$ cat config.mk
export PLATFORM = sky130hd
export DESIGN_NAME = pc_fetch_unit
export DESIGN_NICKNAME = d
export VERILOG_FILES = /design/src/rtl/mips_pkg.sv /design/src/rtl/pc_next_sel.sv /design/src/rtl/pc_fetch_unit.sv
export SDC_FILE = /design/constraint.sdc
export NUM_CORES = 1
export LEC_CHECK = 0
export CAP_MARGIN = 25
export CORE_MARGIN = 2
export CORE_UTILIZATION = 50
export CTS_BUF_LIST = sky130_fd_sc_hd__clkbuf_4
export CTS_CLUSTER_DIAMETER = 100
export DETAILED_ROUTE_END_ITERATION = 12
export MAX_ROUTING_LAYER = met4
export PLACE_DENSITY_LB_ADDON = 0.15
export SETUP_SLACK_MARGIN = 0.5
export SYNTH_ARGS = -nofsm -noshare
export SYNTH_HDL_FRONTEND = slang
export SYNTH_SLANG_ARGS = --single-unit
$ cat constraint.sdc
create_clock -name clk -period 7.7 [get_ports clk]
set_clock_uncertainty 0.05 [all_clocks]
set_input_delay 1.54 -clock clk [delete_from_list [all_inputs] [get_ports clk]]
set_output_delay 1.54 -clock clk [all_outputs]
set_load 0.1 [all_outputs]
$ cat src/rtl/mips_pkg.sv
// Shared fetch-stage types and widths for the MIPS-style front end.
package mips_pkg;

  localparam int WORD_W  = 32;
  localparam int IMM_W   = 16;
  localparam int JIDX_W  = 26;
  localparam int PC_STEP = 4;

  typedef enum logic [1:0] {
    BOOT = 2'd0,
    RUN  = 2'd1,
    HALT = 2'd2
  } fetch_state_t;

endpackage

$ cat src/rtl/pc_next_sel.sv
// Combinational next-PC selection (jump > branch > sequential) with a legality
// check against the instruction memory window, including 32-bit wrap-around.
module pc_next_sel
  import mips_pkg::*;
#(
  parameter int IMEM_DEPTH = 128
) (
  input  logic [WORD_W-1:0] pc,
  input  logic              branch_taken,
  input  logic [IMM_W-1:0]  branch_imm,
  input  logic              jump_en,
  input  logic [JIDX_W-1:0] jump_index,
  output logic [WORD_W-1:0] pc_plus4,
  output logic [WORD_W-1:0] next_pc,
  output logic              illegal
);

  localparam logic [WORD_W:0] PC_LIMIT = (WORD_W+1)'(IMEM_DEPTH) * (WORD_W+1)'(PC_STEP);

  logic [WORD_W:0]   seq_sum;
  logic [WORD_W-1:0] branch_off;
  logic [WORD_W:0]   br_sum;
  logic              br_wrap;
  logic              wrap;

  assign seq_sum    = {1'b0, pc} + (WORD_W+1)'(PC_STEP);
  assign pc_plus4   = seq_sum[WORD_W-1:0];
  assign branch_off = {{(WORD_W-IMM_W-2){branch_imm[IMM_W-1]}}, branch_imm, 2'b00};
  assign br_sum     = {1'b0, pc_plus4} + {1'b0, branch_off};
  // Positive offset wraps on carry-out; negative offset underflows on no carry.
  assign br_wrap    = br_sum[WORD_W] ^ branch_imm[IMM_W-1];

  always_comb begin
    next_pc = pc_plus4;
    wrap    = seq_sum[WORD_W];
    if (jump_en) begin
      next_pc = {pc_plus4[WORD_W-1:WORD_W-4], jump_index, 2'b00};
      wrap    = seq_sum[WORD_W];
    end else if (branch_taken) begin
      next_pc = br_sum[WORD_W-1:0];
      wrap    = br_wrap;
    end
  end

  assign illegal = wrap | ({1'b0, next_pc} >= PC_LIMIT);

endmodule

$ cat src/rtl/pc_fetch_unit.sv
// Program counter and fetch control: BOOT settle cycle, RUN fetching, terminal
// HALT on request or out-of-range next PC; counts non-stalled RUN cycles.
module pc_fetch_unit
  import mips_pkg::*;
#(
  parameter logic [31:0] RESET_PC   = 32'h0000_0000,
  parameter int          IMEM_DEPTH = 128
) (
  input  logic        clk,
  input  logic        rst_n,
  input  logic        stall,
  input  logic        halt_req,
  input  logic        branch_taken,
  input  logic [15:0] branch_imm,
  input  logic        jump_en,
  input  logic [25:0] jump_index,
  input  logic [31:0] instr_in,
  output logic [31:0] pc,
  output logic [31:0] pc_plus4,
  output logic [31:0] instr_out,
  output logic        instr_valid,
  output logic        halted,
  output logic        addr_fault,
  output logic [31:0] fetch_count
);

  fetch_state_t      state_reg, state_next;
  logic [WORD_W-1:0] pc_reg, pc_next;
  logic              fault_reg, fault_next;
  logic [WORD_W-1:0] count_reg, count_next;

  logic [WORD_W-1:0] sel_pc;
  logic              sel_illegal;

  pc_next_sel #(
    .IMEM_DEPTH (IMEM_DEPTH)
  ) u_next_sel (
    .pc           (pc_reg),
    .branch_taken (branch_taken),
    .branch_imm   (branch_imm),
    .jump_en      (jump_en),
    .jump_index   (jump_index),
    .pc_plus4     (pc_plus4),
    .next_pc      (sel_pc),
    .illegal      (sel_illegal)
  );

  always_ff @(posedge clk or negedge rst_n) begin
    if (!rst_n) begin
      state_reg <= BOOT;
      pc_reg    <= RESET_PC;
      fault_reg <= 1'b0;
      count_reg <= '0;
    end else begin
      state_reg <= state_next;
      pc_reg    <= pc_next;
      fault_reg <= fault_next;
      count_reg <= count_next;
    end
  end

  always_comb begin
    state_next = state_reg;
    pc_next    = pc_reg;
    fault_next = fault_reg;
    count_next = count_reg;
    case (state_reg)
      BOOT: state_next = RUN;
      RUN: begin
        if (!stall) begin
          count_next = count_reg + 1'b1;
        end
        // halt_req wins even under stall; the PC never moves on the way out.
        if (halt_req) begin
          state_next = HALT;
        end else if (!stall) begin
          if (sel_illegal) begin
            state_next = HALT;
            fault_next = 1'b1;
          end else begin
            pc_next = sel_pc;
          end
        end
      end
      HALT:    state_next = HALT;
      default: state_next = BOOT;
    endcase
  end

  assign pc          = pc_reg;
  assign instr_out   = instr_in;
  assign instr_valid = (state_reg == RUN) && !stall;
  assign halted      = (state_reg == HALT);
  assign addr_fault  = fault_reg;
  assign fetch_count = count_reg;

endmodule

==> summary by stage, run 1 <==
Run status
The run finished with clean final reports.

Timing
The number of hold violations in the final report was 0. The worst path needs approximately 6 ns of the cycle, external delays included. The setup TNS is 0 ns. Setup violations remaining at the end of the flow were counted as 0. Headroom to the max-slew limit came out at 0.316.

The pin slew with the least headroom to its limit is 1.02 ns. The period utilization is 0.787. Setup repair after global routing left no endpoint under its margin. The count of final max-slew check failures is 0.

Across all hold checks on the routed design, the worst slack comes to 0.429 ns. Based on the critical path, the design can be clocked at up to 165 MHz.

Route
The routed length per placed instance is 18.9 um. The total detailed-routing wirelength is 18.5 mm. The DRC violations left is 0. The via count is 5893. Using the TritonRoute via totals, the vias-per-cell ratio works out to about 6.0. The number of detailed-routing iterations run before antenna repair is 5. Once detail routing completed, the nets flagged for antenna violations numbered 0.

The number of DRC markers after the initial detailed-route iteration is between 400 and 500.

Hold path
The class of the most critical hold timing path is reg -> reg. The hold-critical path endpoint is fetch_count[31]. The number of stages on the worst hold path is 1. The worst hold path begins at fetch_count[31].

GRT
The first global-routing pass estimated between 20 and 30 mm of wire. The number of global-route vias before repair came to 5685. For this run, the total global-route usage over all layers was measured as 0.290. Entering global routing, the biggest net connects 68 pins. The final global-route overflow total is 0. The initial antenna violation count is 0.

Power and ir drop
After layout, the design draws a total of 0.000903 W. Summed over all cells, the static leakage comes to 3.19 nW. The areal power density over the cells is around 120 mW/mm^2.

VDD sags by at most 0.273 mV.

Worst setup path
The largest single stage delay on the critical path is 0.77 ns. The kind of critical path is reg -> reg. For the worst setup path, the data required time is 7.92 ns.

In this run the worst path has a maximum fanout of 16. The endpoint identified for the worst register-to-register timing path is pc[3]. The worst register-to-register path begins at pc[9]. The critical path arrival is 6.28 ns. For flop-to-flop paths, the worst setup slack is 1.64 ns. The signal on the critical path passes through nand4_4 -> nor4_4 -> nand3_1 -> xnor2_1 -> ha_1 -> and4_1 -> a22oi_1 -> nor3b_1 -> a221o_1 -> nand2_1 -> o311ai_0 -> a32oi_1 -> a211oi_1 -> and4b_1 -> mux2_2.

The number of cells on the worst reg-to-reg path is 15. The master of the slowest instance on the critical path is sky130_fd_sc_hd__nor4_4. STA classifies the critical path endpoint as a flop. STA classifies the critical path startpoint as a flop.

Placement
The wire-length estimate of the detail-placed layout is 14.6 mm. The global placement routability congestion is a little over 1. The number of buffer cells added on primary ports is 146.

Die
The I/O pin count is 211. The starting density of the core is 0.506. The height of the die is 114 um.

The floorplan die area is ~0.013 mm^2. In this run the standard cell core region covers about 0.012 mm^2. The floorplan has 40 rows.

The die width is 114 um.

Synthesis
In this run the mean area of a mapped cell was 8.30 um^2. The share of synthesized area occupied by flip-flops and latches is 0.279. The number of flip-flops and latches in the synthesized netlist is 67. The share of flip-flops with an asynchronous set or reset after synthesis is 1.00. Synthesis produced ~720 cells. The count of warnings emitted by yosys is 0.

The number of different library cells used by synthesis comes to 68. Among all flip-flop cells after synthesis, the most frequent one is sky130_fd_sc_hd__dfrtp_1. In this run, synthesis inferred 0 flip-flops with an integrated enable.

In this run the cell area of the synthesized design comes to around 0.0060 mm^2. The net count after synthesis is 842.

Layout
The fill cell total of the finished layout is ~1000. The repair_antennas step left the layout with diodes totalling 0. Summing all multi-input logic gate instances after layout gives 0.00387 mm^2. The total number of nets in the final design is roughly 940. The signed area change from the synthesized netlist to the final layout is 23.1%. The core utilization of the finished layout is 0.623.

Summing all flip-flop and latch instances after layout gives 0.00168 mm^2. In the final layout, the share of cells above drive strength 1 is 0.0471.

CTS
TritonCTS built the clock tree. CTS saw 67 sinks. The clock passes through at most 2 buffers. The clock latency of the later-clocked register in the worst-skew pair is about 0.4 ns. The count of instances resized after the clock tree is built is 0. The TritonCTS buffer count is 9. The root buffer cell chosen for the clock tree is sky130_fd_sc_hd__clkbuf_4.

CTS built an H-tree with a depth of 3. Clock-pin slew was measured on the worst setup and hold paths at 0.11 ns. Once the clock tree was built, the setup fixing pass inserted 0 buffers.

In this run, post-CTS hold repair placed 0 buffers.

Flow run
The tool flagged a number of max-cap violations equal to 0.
[layer usage]
layer	GRT usage	up-vias	share of wire
met5	-	-	0
met4	0.115	0	0.037
met3	0.0404	53	0.068
met2	0.463	254	0.47
met1	0.374	2791	0.43
li1	-	2795	-
[critical path: cells and delay by family (launching register included)]
family | cells | cell delay, ns
simple gates | 7 | 2.51
compound gates | 5 | 1.58
flops | 1 | 0.57
xor+xnor | 1 | 0.42
mux | 1 | 0.41
fa+ha+maj | 1 | 0.40
[cells in the mapped netlist, types with 17 or more instances]
master / number / share of area
sky130_fd_sc_hd__nor2_1: 48 / 0.030
sky130_fd_sc_hd__a21oi_1: 40 / 0.033
sky130_fd_sc_hd__ha_1: 37 / 0.077
sky130_fd_sc_hd__nor2b_1: 26 / 0.027
sky130_fd_sc_hd__nand3_1: 38 / 0.032
sky130_fd_sc_hd__o21ai_0: 35 / 0.029
sky130_fd_sc_hd__xor2_1: 22 / 0.032
sky130_fd_sc_hd__nand2_1: 75 / 0.047
sky130_fd_sc_hd__clkbuf_1: 18 / 0.011
sky130_fd_sc_hd__dfrtp_1: 67 / 0.28
sky130_fd_sc_hd__nand4_1: 21 / 0.022
sky130_fd_sc_hd__inv_1: 19 / 0.012
sky130_fd_sc_hd__nor3_1: 17 / 0.014
sky130_fd_sc_hd__xnor2_1: 49 / 0.071
sky130_fd_sc_hd__buf_4: 34 / 0.042
[worst max path at each step]
stage,end,startpoint,cells after the start,slack (ns)
CTS,pc[3],pc[9],15,1.69
floorplan,pc[7],pc[9],18,1.05
finish,pc[3],pc[9],15,1.64
global route,pc[2],pc[9],17,1.21
global placement,pc[3],branch_imm[15],11,1.42
detailed placement,pc[3],branch_imm[15],12,1.45
[power by group]
part | leakage [nW] | internal [W] | switching, W
combinational | 2.24 | 0.000105 | 0.000226
clock | 0.0586 | 0.0000693 | 0.000114
sequential | 0.896 | 0.000370 | 0.0000183
[final cells by class]
type	count	area share
inverter	19	0.00965
sequential	67	0.227
clock buffer	11	0.0112
multi-input combinational	577	0.523
tap	147	0.0249
clock inverter	3	0.00237
timing repair buffer	151	0.202
[metrics by stage]
stage / cell area (um^2) / setup slack (ns) / cells
2_1_floorplan: 6010 / 1.05 / 724
3_3_place_gp: 7290 / 1.42 / 961
3_5_place_dp: 7290 / 1.45 / 961
4_1_cts: 7390 / 1.69 / 975
5_1_grt: 7390 / 1.21 / 975
6_report: 7390 / 1.64 / 975
[layout by cell type, fill, tap and decap left out, types with 4 or more instances in the layout]
cell	count
sky130_fd_sc_hd__a2111oi_0	4
sky130_fd_sc_hd__a211oi_1	13
sky130_fd_sc_hd__o21ai_0	35
sky130_fd_sc_hd__nand2b_1	4
sky130_fd_sc_hd__nor2_1	48
sky130_fd_sc_hd__o211ai_1	7
sky130_fd_sc_hd__mux2i_1	8
sky130_fd_sc_hd__ha_1	37
sky130_fd_sc_hd__o21a_1	4
sky130_fd_sc_hd__dfrtp_1	67
sky130_fd_sc_hd__or3_1	5
sky130_fd_sc_hd__nor2b_1	26
sky130_fd_sc_hd__nor3b_1	4
sky130_fd_sc_hd__and2_1	6
sky130_fd_sc_hd__xnor2_1	49
sky130_fd_sc_hd__nor3_1	17
sky130_fd_sc_hd__mux2_2	7
sky130_fd_sc_hd__nand2_1	75
sky130_fd_sc_hd__and4_1	4
sky130_fd_sc_hd__and3_1	15
sky130_fd_sc_hd__buf_4	5
sky130_fd_sc_hd__xor2_1	22
sky130_fd_sc_hd__inv_1	19
sky130_fd_sc_hd__nand3_1	38
sky130_fd_sc_hd__a22oi_1	5
sky130_fd_sc_hd__nor4_1	7
sky130_fd_sc_hd__clkbuf_4	11
sky130_fd_sc_hd__a31o_2	4
sky130_fd_sc_hd__clkdlybuf4s50_1	145
sky130_fd_sc_hd__a21o_1	16
sky130_fd_sc_hd__nand4_1	21
sky130_fd_sc_hd__a21oi_1	40
[kinds of logic after synthesis]
kind of cell,Yosys count,share of synthesized area
AO/OA/AOI/OAI,172,0.193
XOR/XNOR,71,0.104
adder cells (fa/ha/maj),38,0.0804
buffers and inverters,80,0.0771
flip-flops,67,0.279
multiplexers,15,0.0265
AND/OR/NAND/NOR,281,0.240
No activity file was read; power rests on OpenSTA's default activity.
==> inputs of run 2 (changes only) <==
- CORE_UTILIZATION: 50 -> 43
- clock period: 7.7 -> 5.5 ns (I/O delays scaled with it)
==> summary by stage, run 2 (same netlist as run 1, synthesis figures left out) <==
Placement
The number of buffer cells added on primary ports is 146 (unchanged). The global placement routability congestion was 0.946 (-7.2%). The placed standard-cell area was 0.00810 mm^2 (+11%). The post-placement worst setup slack is 0.191 ns (-1.26 ns). The detailed placement HPWL is 15.8 mm (+8.2%).

Route
The DRC violations left was 0 (unchanged). The total detailed-routing wirelength was 19.8 mm (+7.0%). The antenna violation net count after detailed routing is 0 (unchanged). The routed length per placed instance came to 19.1 um (+0.92%).

The via count is 5959 (+1.1%). The number of detailed-routing iterations run before antenna repair came to 5 (unchanged). The number of DRC markers after the initial detailed-route iteration was 438 (+6.8%). The ratio of routed vias to standard cells is 5.76 (-4.6%).

Die
The placeable core region is 0.0138 mm^2 (+16%). The height of the die is 122 um (+7.6%). The floorplan die area is 0.0149 mm^2 (+16%). The die width is 122 um (+7.6%). The I/O pin count is 211 (unchanged). The row count is 43 (+7.5%). The starting density of the core came to 0.436 (-0.0703).

Worst setup path
The worst register-to-register path begins at pc[4]. STA classifies the critical path endpoint as a flop. The critical path arrival is 5.02 ns (-1.26 ns). The kind of start point of the critical path is a flop. By startpoint and endpoint, the worst setup path is classified as reg -> reg. The length in cells of the worst reg-to-reg path is 17 (+2). The highest fanout seen on the critical path came to 10 (-6).

The required time reported for the critical path endpoint is 5.75 ns (-2.17 ns). The register-to-register setup slack is 0.72 ns (-0.92 ns). The endpoint identified for the worst register-to-register timing path is pc[8].

Layout
The post-route cell area is 0.00831 mm^2 (+12%). The signed area change from the synthesized netlist to the final layout is 38.4%. The combined area of the multi-input logic cells is 0.00447 mm^2 (+15%). The sequential cell area came to 0.00174 mm^2 (+3.7%). The fill cell total of the finished layout is 1218 (+17%).

The most common cell after layout, fill and taps aside is sky130_fd_sc_hd__clkdlybuf4s50_1. The core utilization of the finished layout is 0.603 (-0.0198). In the layout the commonest cells are 136 x sky130_fd_sc_hd__clkdlybuf4s50_1, 74 x sky130_fd_sc_hd__nand2_1, 45 x sky130_fd_sc_hd__nor2_1, 45 x sky130_fd_sc_hd__dfrtp_1, 39 x sky130_fd_sc_hd__a21oi_1. The fraction of layout cells with a size suffix above 1 was 0.177 (+0.130). The number of antenna repair diodes is 0 (unchanged). The total number of nets in the final design was 967 (+2.5%).

GRT
The maximum number of pins on one net before global-route repair is 68 (unchanged). The initial antenna violation count is 0 (unchanged). The number of global-route vias before repair is 5806 (+2.1%). The final global-route overflow total is 0 (unchanged). The wire length of the first global-routing pass is 30.9 mm (+6.1%). The total global routing track utilization is 0.274 (-0.0162).

Hold path
The number of stages on the worst hold path came to 1 (unchanged). The startpoint of the most critical hold path is fetch_count[31]. The hold-critical path endpoint is fetch_count[31]. The min-delay analysis places its worst path in the category reg -> reg.

Timing
Setup repair after global routing left no endpoint under its margin. The final-report setup violation count is 0 (unchanged). The setup TNS was 0 ns (unchanged). The count of final max-slew check failures is 0 (unchanged). The pin slew with the least headroom to its limit was 1.02 ns (-0.000628 ns). The post-route minimum period is 4.78 ns (-1.28 ns). The worst setup margin is 0.724 ns (-0.917 ns). The highest clock rate is 209 MHz (+27%). The period utilization is 0.868 (+0.0815).

The relative slew slack is 0.316 (+0.000420). The number of hold violations in the final report is 0 (unchanged).

Run status
The flow ran to the end, and the final reports show no timing, DRC or antenna violations.

CTS
The TritonCTS buffer count is 9 (unchanged). The number of H-tree levels is 3 (unchanged). The root buffer selected by CTS is sky130_fd_sc_hd__clkbuf_4. The TritonCTS clock tree is yes.

The deepest clock path buffer count was 2 (unchanged). The clock-pin slew of the registers on the worst-case setup and hold paths is 0.11 ns (about the same). The hold buffer count at CTS is 0 (unchanged). The clock latency of the later-clocked register in the worst-skew pair is 0.41 ns (+0.02 ns). The clock sink count is 67 (unchanged).

Power and ir drop
The standby leakage power is 3.48 nW (+9.0%). The areal power density over the cells is 163 mW/mm^2 (+33%). The total power after layout is 0.00135 W (+50%).

The worst supply voltage drop on vdd is 0.553 mV (+100%).

Flow run
The count of maximum capacitance violations was 0 (unchanged).
-- run 2: changes by cell type in the layout (fill, tap and decap cells not counted), sizes merged --
cell | before | now
inv | 19 | 18
clkbuf | 11 | 10
clkdlybuf4s50 | 145 | 136
bufinv | 0 | 1
buf | 6 | 39
clkinvlp | 1 | 4
-- run 2: where the power goes --
part / internal [W] / total (W) / switching, W
sequential: 0.000517 / 0.000543 / 0.0000255
clock: 0.000143 / 0.000323 / 0.000180
combinational: 0.000160 / 0.000485 / 0.000325
total: 0.000821 / 0.00135 / 0.000530
-- run 2: area by class of cell --
type,instances,share of cell area
Tap cell,180,0.0271
Sequential cell,67,0.209
Multi-Input combinational cell,577,0.537
Clock inverter,6,0.00798
Clock buffer,10,0.00903
Timing Repair Buffer,175,0.200
Inverter,19,0.00903
-- run 2: timing repair --
| action | 4_1_cts | 5_1_grt |
|---|---|---|
| gates resized for setup | 3 | 12 |
| setup buffers | 1 | 2 |
| endpoints found under the setup margin | 35 | 35 |
| pin swaps | 1 | 3 |
-- run 2: worst max path at each step --
stage | end | slack [ns] | cells after the start | start
6_report | pc[8] | 0.72 | 17 | pc[4]
5_1_grt | pc[7] | 0.49 | 20 | pc[2]
4_1_cts | pc[7] | 0.58 | 17 | pc[14]
3_5_place_dp | pc[5] | 0.19 | 16 | pc[2]
3_3_place_gp | pc[3] | 0.37 | 16 | pc[2]
2_1_floorplan | pc[3] | 0.50 | 18 | pc[2]
-- run 2: stage by stage --
stage | hold slack [ns] | instances
floorplan | 0.456 | 724
global placement | 0.406 | 1015
detailed placement | 0.415 | 1015
CTS | 0.430 | 1032
global route | 0.450 | 1034
finish | 0.433 | 1034
-- run 2: worst max-delay path, cell delays in order, from the launching register on --
cell and delay (ns):
sky130_fd_sc_hd__dfrtp_4 0.49, sky130_fd_sc_hd__nand4_1 0.20, sky130_fd_sc_hd__or2_2 0.39, sky130_fd_sc_hd__nor2_1 0.18, sky130_fd_sc_hd__xnor2_2 0.12, sky130_fd_sc_hd__ha_1 0.49, sky130_fd_sc_hd__and2_1 0.22, sky130_fd_sc_hd__nand3_1 0.11
sky130_fd_sc_hd__a2111oi_1 0.46, sky130_fd_sc_hd__nor3_2 0.10, sky130_fd_sc_hd__buf_4 0.19, sky130_fd_sc_hd__or3_1 0.34, sky130_fd_sc_hd__a32oi_1 0.21, sky130_fd_sc_hd__o2111ai_1 0.16, sky130_fd_sc_hd__nor2_1 0.21, sky130_fd_sc_hd__and4b_1 0.28
sky130_fd_sc_hd__buf_12 0.14, sky130_fd_sc_hd__mux2_2 0.33
-- run 2: metal layers --
layer	global-route usage	vias to the layer above	part of all wire
met1	0.362	2823	0.44
met2	0.416	254	0.45
li1	-	2841	-
met4	0.0977	0	0.030
met3	0.0557	41	0.078
met5	-	-	0
